===== config.mk =====
export PLATFORM = sky130hd
export DESIGN_NAME = sdram_nios2_qsys_oci_dct_packer
export DESIGN_NICKNAME = d
export VERILOG_FILES = /design/src/rtl/sdram_nios2_qsys_oci_dct_packer.sv
export SDC_FILE = /design/constraint.sdc
export NUM_CORES = 1
export LEC_CHECK = 0
export ABC_AREA = 1
export CAP_MARGIN = 0
export CORE_ASPECT_RATIO = 1.4
export CORE_MARGIN = 2
export CORE_UTILIZATION = 52
export CTS_CLUSTER_DIAMETER = 200
export DETAILED_ROUTE_END_ITERATION = 10
export PLACE_DENSITY = 0.85
export SLEW_MARGIN = 20
export SYNTH_ARGS = -nofsm -noshare
export SYNTH_HDL_FRONTEND = slang
export SYNTH_SLANG_ARGS = --single-unit
export TNS_END_PERCENT = 30

===== constraint.sdc =====
create_clock -name clk -period 3.9 [get_ports clk]
set_input_delay 1.17 -clock clk [delete_from_list [all_inputs] [get_ports clk]]
set_output_delay 1.17 -clock clk [all_outputs]
set_load 0.01 [all_outputs]

===== src/rtl/sdram_nios2_qsys_oci_dct_packer.sv =====
// Packs 2-bit trace codes into 15-code DCT frames and hands them out over valid/ready; drops and counts codes when the frame register is busy.
// Optional timestamp field in the frame MSBs when SDRAM_NIOS2_QSYS_OCI_DCT_TS_EN is defined.
module sdram_nios2_qsys_oci_dct_packer #(
  parameter int DROP_CNT_W = 8,
  parameter int TS_WIDTH   = 16,
`ifdef SDRAM_NIOS2_QSYS_OCI_DCT_TS_EN
  localparam int FW = 34 + TS_WIDTH
`else
  localparam int FW = 34 + (TS_WIDTH * 0)
`endif
) (
  input  logic                  clk,
  input  logic                  reset,
  input  logic                  trc_en,
  input  logic                  code_valid,
  input  logic [1:0]            code,
  input  logic                  flush,
  output logic [29:0]           dct_buffer,
  output logic [3:0]            dct_count,
  output logic                  frm_valid,
  input  logic                  frm_ready,
  output logic [FW-1:0]         frm_data,
  output logic                  overflow,
  input  logic                  ovf_clr,
  output logic [DROP_CNT_W-1:0] drop_cnt
);

  typedef enum logic {ACCUM, HOLD} state_e;

  state_e                state_q, state_d;
  logic [29:0]           buf_q, buf_d;
  logic [3:0]            cnt_q, cnt_d;
  logic [FW-1:0]         frm_q, frm_d;
  logic                  ovf_q, ovf_d;
  logic [DROP_CNT_W-1:0] drop_q, drop_d;

  logic [29:0]           nb;
  logic [3:0]            nc;
  logic                  emit;
  logic                  free;
  logic [DROP_CNT_W-1:0] drop_base;
  logic [DROP_CNT_W:0]   drop_sum;

`ifdef SDRAM_NIOS2_QSYS_OCI_DCT_TS_EN
  logic [TS_WIDTH-1:0]   ts_q, ts_d;

  always_comb ts_d = ts_q + 1'b1;

  always_ff @(posedge clk) begin
    if (reset) ts_q <= '0;
    else       ts_q <= ts_d;
  end
`endif

  always_comb begin
    nb = buf_q;
    nc = cnt_q;
    if (trc_en && code_valid) begin
      nb = {buf_q[27:0], code};
      nc = cnt_q + 4'd1;
    end
    emit      = (nc == 4'd15) || (flush && (nc != 4'd0));
    free      = (state_q == ACCUM) || frm_ready;
    // A drop in the same cycle as ovf_clr restarts the count from this drop alone.
    drop_base = ovf_clr ? '0 : drop_q;
    drop_sum  = {1'b0, drop_base} + (DROP_CNT_W+1)'(nc);

    buf_d   = nb;
    cnt_d   = nc;
    state_d = state_q;
    frm_d   = frm_q;
    ovf_d   = ovf_q & ~ovf_clr;
    drop_d  = drop_base;

    if ((state_q == HOLD) && frm_ready) state_d = ACCUM;

    if (emit) begin
      buf_d = '0;
      cnt_d = '0;
      if (free) begin
        state_d = HOLD;
`ifdef SDRAM_NIOS2_QSYS_OCI_DCT_TS_EN
        frm_d   = {ts_q, nc, nb};
`else
        frm_d   = {nc, nb};
`endif
      end else begin
        ovf_d  = 1'b1;
        drop_d = drop_sum[DROP_CNT_W] ? '1 : drop_sum[DROP_CNT_W-1:0];
      end
    end
  end

  always_ff @(posedge clk) begin
    if (reset) begin
      state_q <= ACCUM;
      buf_q   <= '0;
      cnt_q   <= '0;
      frm_q   <= '0;
      ovf_q   <= 1'b0;
      drop_q  <= '0;
    end else begin
      state_q <= state_d;
      buf_q   <= buf_d;
      cnt_q   <= cnt_d;
      frm_q   <= frm_d;
      ovf_q   <= ovf_d;
      drop_q  <= drop_d;
    end
  end

  assign dct_buffer = buf_q;
  assign dct_count  = cnt_q;
  assign frm_valid  = (state_q == HOLD);
  assign frm_data   = frm_q;
  assign overflow   = ovf_q;
  assign drop_cnt   = drop_q;

endmodule

# After elaboration in Yosys (flattened, before gate mapping)
# Index checks and enable logic that the tools add are counted.
# word_totals
output_inout_bits,78
ff_bits,78
in_bits,9
# classes
mux,11
n_eq_ne,1
reduce_logical,8
n_bitwise,3
add_sub_neg,2
# ops
cell,count
8-bit two-way mux,4
30-bit two-way mux,1
8-bit by 4-bit adder with 9-bit output,1
1-bit two-way mux,5
"4-bit by 1-bit adder with 4-bit output, second input constant",1
"4-bit == test, second input constant",1
4-bit two-way mux,1
4-bit nonzero test,1
1-bit logical AND,3
1-bit logical OR,2
1-bit NOT,2
2-bit AND reduction,1
2-bit OR reduction,1
1-bit bitwise AND,1

# Logic depth before layout (Yosys ltp)
# logic_depth
word_depth,6
depth_mapped,16

# Worst setup path before layout
# OpenSTA, ideal clock, no wires.
# synth_timing
path_kind,input-to-reg
start,input trc_en
end,"register drop_q[7], in the netlist drop_cnt[7]"
setup_slack_ps,1131
path_stages,13
n_path_buf,0
arrival_ps,2659
path_cell_list,nand2_2 -> nand2_1 -> nand2_1 -> inv_1 -> ha_1 -> fa_1 -> and3_1 -> nand2_1 -> a21oi_1 -> nand2_1 -> nand3_1 -> nand2_1 -> inv_1
# synth_between
elab_chain_cells,6
word_cells_on_any_way,10
classes_between,add/sub (1); eq/ne (1); mux (4); reduce/logical (4)
# synth_rtl
element,line_no,rtl
"start, declared",14,"input logic trc_en,"
1-bit logical AND *,58,if (trc_en && code_valid) begin
4-bit two-way mux *,58,
via nc[0],38,logic [3:0] nc;
8-bit by 4-bit adder with 9-bit output or 4-bit nonzero test (tied branches),"66, 62",
8-bit two-way mux or 1-bit logical AND (tied branches),"89, 62",
8-bit two-way mux or 1-bit logical OR (tied branches),"80, 62",
8-bit two-way mux *,77,if (emit) begin
"end signal, assigned",108,drop_q <= drop_d;
"end, declared",35,"logic [DROP_CNT_W-1:0] drop_q, drop_d;"
# Mark *: on every way through the listed nets, which the timed path passes. The rest lies on a longest branch.
# A chain may end at the register's enable or synchronous reset.

# Worst setup path after layout
# layout_timing
start,input trc_en
end,"register drop_q[5], in the netlist drop_cnt[5]"
# Same word-level chain as after synthesis.

==> metrics.yaml <==
yosys:
  yosysMostFrequentCell: "nor2_1"
  syn_area_mm2: 0.00327
  ys_seq_area_frac: 0.478
  synth_edf_count: 0
  synth_cell_types: 29
  async_flop_share: 0
  synth.net_count: 416
  synth_warnings: 0
  ys.flop_type: "dfxtp_1"
  avgSynthCellArea_um2: 8.13
  ys_seq_elements: 78
  yosysTopAreaCell: "dfxtp_1"
  synth_cells: 402
  synth_top_area_share: 0.478
  netlist_top_cells_count: "nor2_1 (91), dfxtp_1 (78), nand2_1 (52)"
  synthTopCellsByArea: "dfxtp_1 (48%), nor2_1 (10%), a211oi_2 (10%), nand2_1 (6.0%), inv_1 (4.6%)"
power_and_ir_drop:
  p_per_area_mw_per_mm2: 392
  p_sw_frac: 0.282
  internal_power_mw: 1.21
  clkPwrFrac: 0.306
  p_seq_frac: 0.517
  ir_drop_mv: 0.219
  switchingPower_uw: 475
  comb_power_share: 0.177
  leakage_nw: 1.74
  totalPowerFinal_mw: 1.68
critical_path:
  crit_chain: "clkdlybuf4s50_1, nand3_1, nand2_1, inv_1, ha_1, fa_1, and3_1, nand2_1, a21oi_1, nand2_1, nand3_1, nand2_1, inv_1"
  path_max_fanout: 5
  arrival_ns: 3.41
  cp_num_buf_inv: 3
  critPathMaxStageDelay_ns: 0.56
  critPathLaunchType: "input pin"
  slowest_stage: "clkdlybuf4s50_1"
  endpoint_kind: "flip-flop"
  cp.required_ns: 4.14
  worst_path_most_repeated_cell: "nand2_1"
  critPathTopFamily: "simple AND/OR/NAND/NOR gates"
  crit_type: "in -> reg"
finish:
  drive_gt1_frac: 0.117
  final_util: 0.696
  n_antenna_cell: 0
  nNetsFinal: 495
  area_delta_synth_final_pct: 31.4
grt:
  grt_pass1_vias: 2703
  grt_pass1_wl_mm: 12.3
  grt_max_degree: 68
  grt_use_total: 0.220
  gr-total-overflow: 0
  antenna_found_initial: 0
sta:
  drv_slew: 0
  fmax_mhz: 315
  finalHoldViolations: 0
  setup_ws_ns: 0.730
  setup-violations-final: 0
  finClkSkew_ns: 0.00578
  fin_crit_sh: 0.813
  max_slew.worst_pin.slew_ns: 0.517
  setup_tns_ns: 0
  hold_ws_ns: 0.473
  slew_headroom: 0.655
  min_period_ns: 3.17
  rsz0062_at_grt: "no"
clock_network:
  holdBufCountCts: 0
  numCtsBuffers: 9
  clkTransAtPathRegs_ns: 0.08
  ctsLongestPathBuffers: 2
  clock-sinks: 78
  post_cts_buffers: 0
  clk_latency_ns: 0.34
  cts_tree: "done"
  cts-root-buf: "clkbuf_8"
  cts_resized: 0
  htreeDepth: 3
floorplan:
  io_pins: 87
  initial_core_util: 0.530
  die_y_um: 97.8
  coreArea_mm2: 0.00617
  die_x_um: 71
  rows: 34
  dieArea_mm2: 0.00694
routing:
  detailroute.via_count: 2911
  finalWirelength_mm: 7.49
  wire_per_inst_um: 13.4
  dr.pass1.iters: 6
  ant_nets: 0
  drtIter0Drc: 219
  viasPerCell: 5.22
  drc: 0
status:
  outcome: "completed"
job:
  drv_cap: 0
placed_design:
  pre_cts_slack_ns: 0.361
  portBuffers: 86
  routabilityCongestion: 0.909
  post-dp-hpwl_mm: 5.44
worst_hold_path:
  hp-class: "reg -> reg"
-- worst register-to-register path, cell delays in order, from the launching register on --
cell     delay [ns]
dfxtp_1        0.39
ha_1           0.25
inv_1          0.05
nand3_1        0.06
nand2_1        0.13
inv_1          0.11
ha_1           0.30
a21o_1         0.11
nand2_1        0.05
nand2_1        0.09
nand2_1        0.08
a21oi_1        0.23
nand2_1        0.09
nand2_1        0.07
nand3_1        0.06
nand2_1        0.06
inv_1          0.04
-- per-layer routing --
| metal | part of all wire | vias to the layer above | GRT usage |
|---|---|---|---|
| met5 | 0 | - | 0 |
| met4 | 0.025 | 0 | 0.0885 |
| met1 | 0.42 | 1343 | 0.259 |
| met3 | 0.051 | 15 | 0.0485 |
| li1 | - | 1465 | - |
| met2 | 0.50 | 88 | 0.383 |
-- kinds of logic after synthesis --
family                     count (synthesis)  synth area share
DFF                                       78             0.478
xor gates and xnor gates                   1           0.00268
AOI/OAI and AO/OA                         81             0.192
and+or+nand+nor                          170             0.212
buffers and inverters                     65            0.0884
muxes                                      2           0.00613
adders and majority gates                  5            0.0214
-- cells in the final DEF, fill, tap and decap left out --
| cell type | count |
|---|---|
| nand3_1 | 11 |
| a21oi_1 | 24 |
| o211ai_1 | 1 |
| nor2_1 | 91 |
| buf_12 | 1 |
| o21ai_0 | 16 |
| clkbuf_1 | 1 |
| nor4_1 | 1 |
| and3_1 | 1 |
| a21o_1 | 1 |
| nor3_1 | 4 |
| buf_4 | 3 |
| clkinv_2 | 3 |
| nand4_1 | 4 |
| clkinvlp_4 | 2 |
| nand2_2 | 4 |
| ha_1 | 4 |
| o21ai_1 | 8 |
| buf_2 | 1 |
| clkinv_4 | 1 |
| a211oi_2 | 27 |
| nor2_4 | 1 |
| fa_1 | 1 |
| clkdlybuf4s50_1 | 85 |
| inv_2 | 3 |
| dfxtp_1 | 78 |
| nand2_1 | 52 |
| clkbuf_8 | 9 |
| nor2_2 | 1 |
| mux2i_1 | 2 |
| o21bai_2 | 1 |
| xor2_1 | 1 |
| a211oi_1 | 3 |
| inv_1 | 40 |
-- per-stage QoR --
stage / cells / cell area, µm²
6_report: 558 / 4300
5_1_grt: 558 / 4300
4_1_cts: 558 / 4300
3_5_place_dp: 542 / 4130
3_3_place_gp: 542 / 4130
2_1_floorplan: 402 / 3270
-- path summary, 6_finish.rpt --
path	from	endpoint	slack, ns	depth (start not counted)
worst max-delay path	trc_en	drop_cnt[5]	0.73	13
worst min-delay path	overflow	overflow	0.47	2
worst max register to register	dct_count[1]	drop_cnt[5]	1.62	16
worst min register to register	overflow	overflow	0.47	2
-- area by class of cell --
cell class                      instances  area [µm²]
Clock buffer                           10         128
Clock inverter                          6        38.8
Fill cell                             503        1870
Inverter                               43         161
Multi-Input combinational cell        259        1420
Sequential cell                        78        1560
Tap cell                               72        90.1
Timing Repair Buffer                   90         898
-- sequential cells by signal, summed over array words and instances (netlist names) --
signal	flops
dct_count	4
dct_buffer	30
frm_data	34
frm_valid	1
drop_cnt	8
overflow	1
-- power by group through the flow --
stage               Combinational (mW)  Sequential, mW  Clock (mW)
finish                           0.298           0.869       0.515
global route                     0.325           0.875       0.566
CTS                              0.300           0.869       0.527
detailed placement               0.299           0.888           0
global placement                 0.291           0.887           0
floorplan                        0.153           0.906           0
Power figures use the tool's default switching activity.
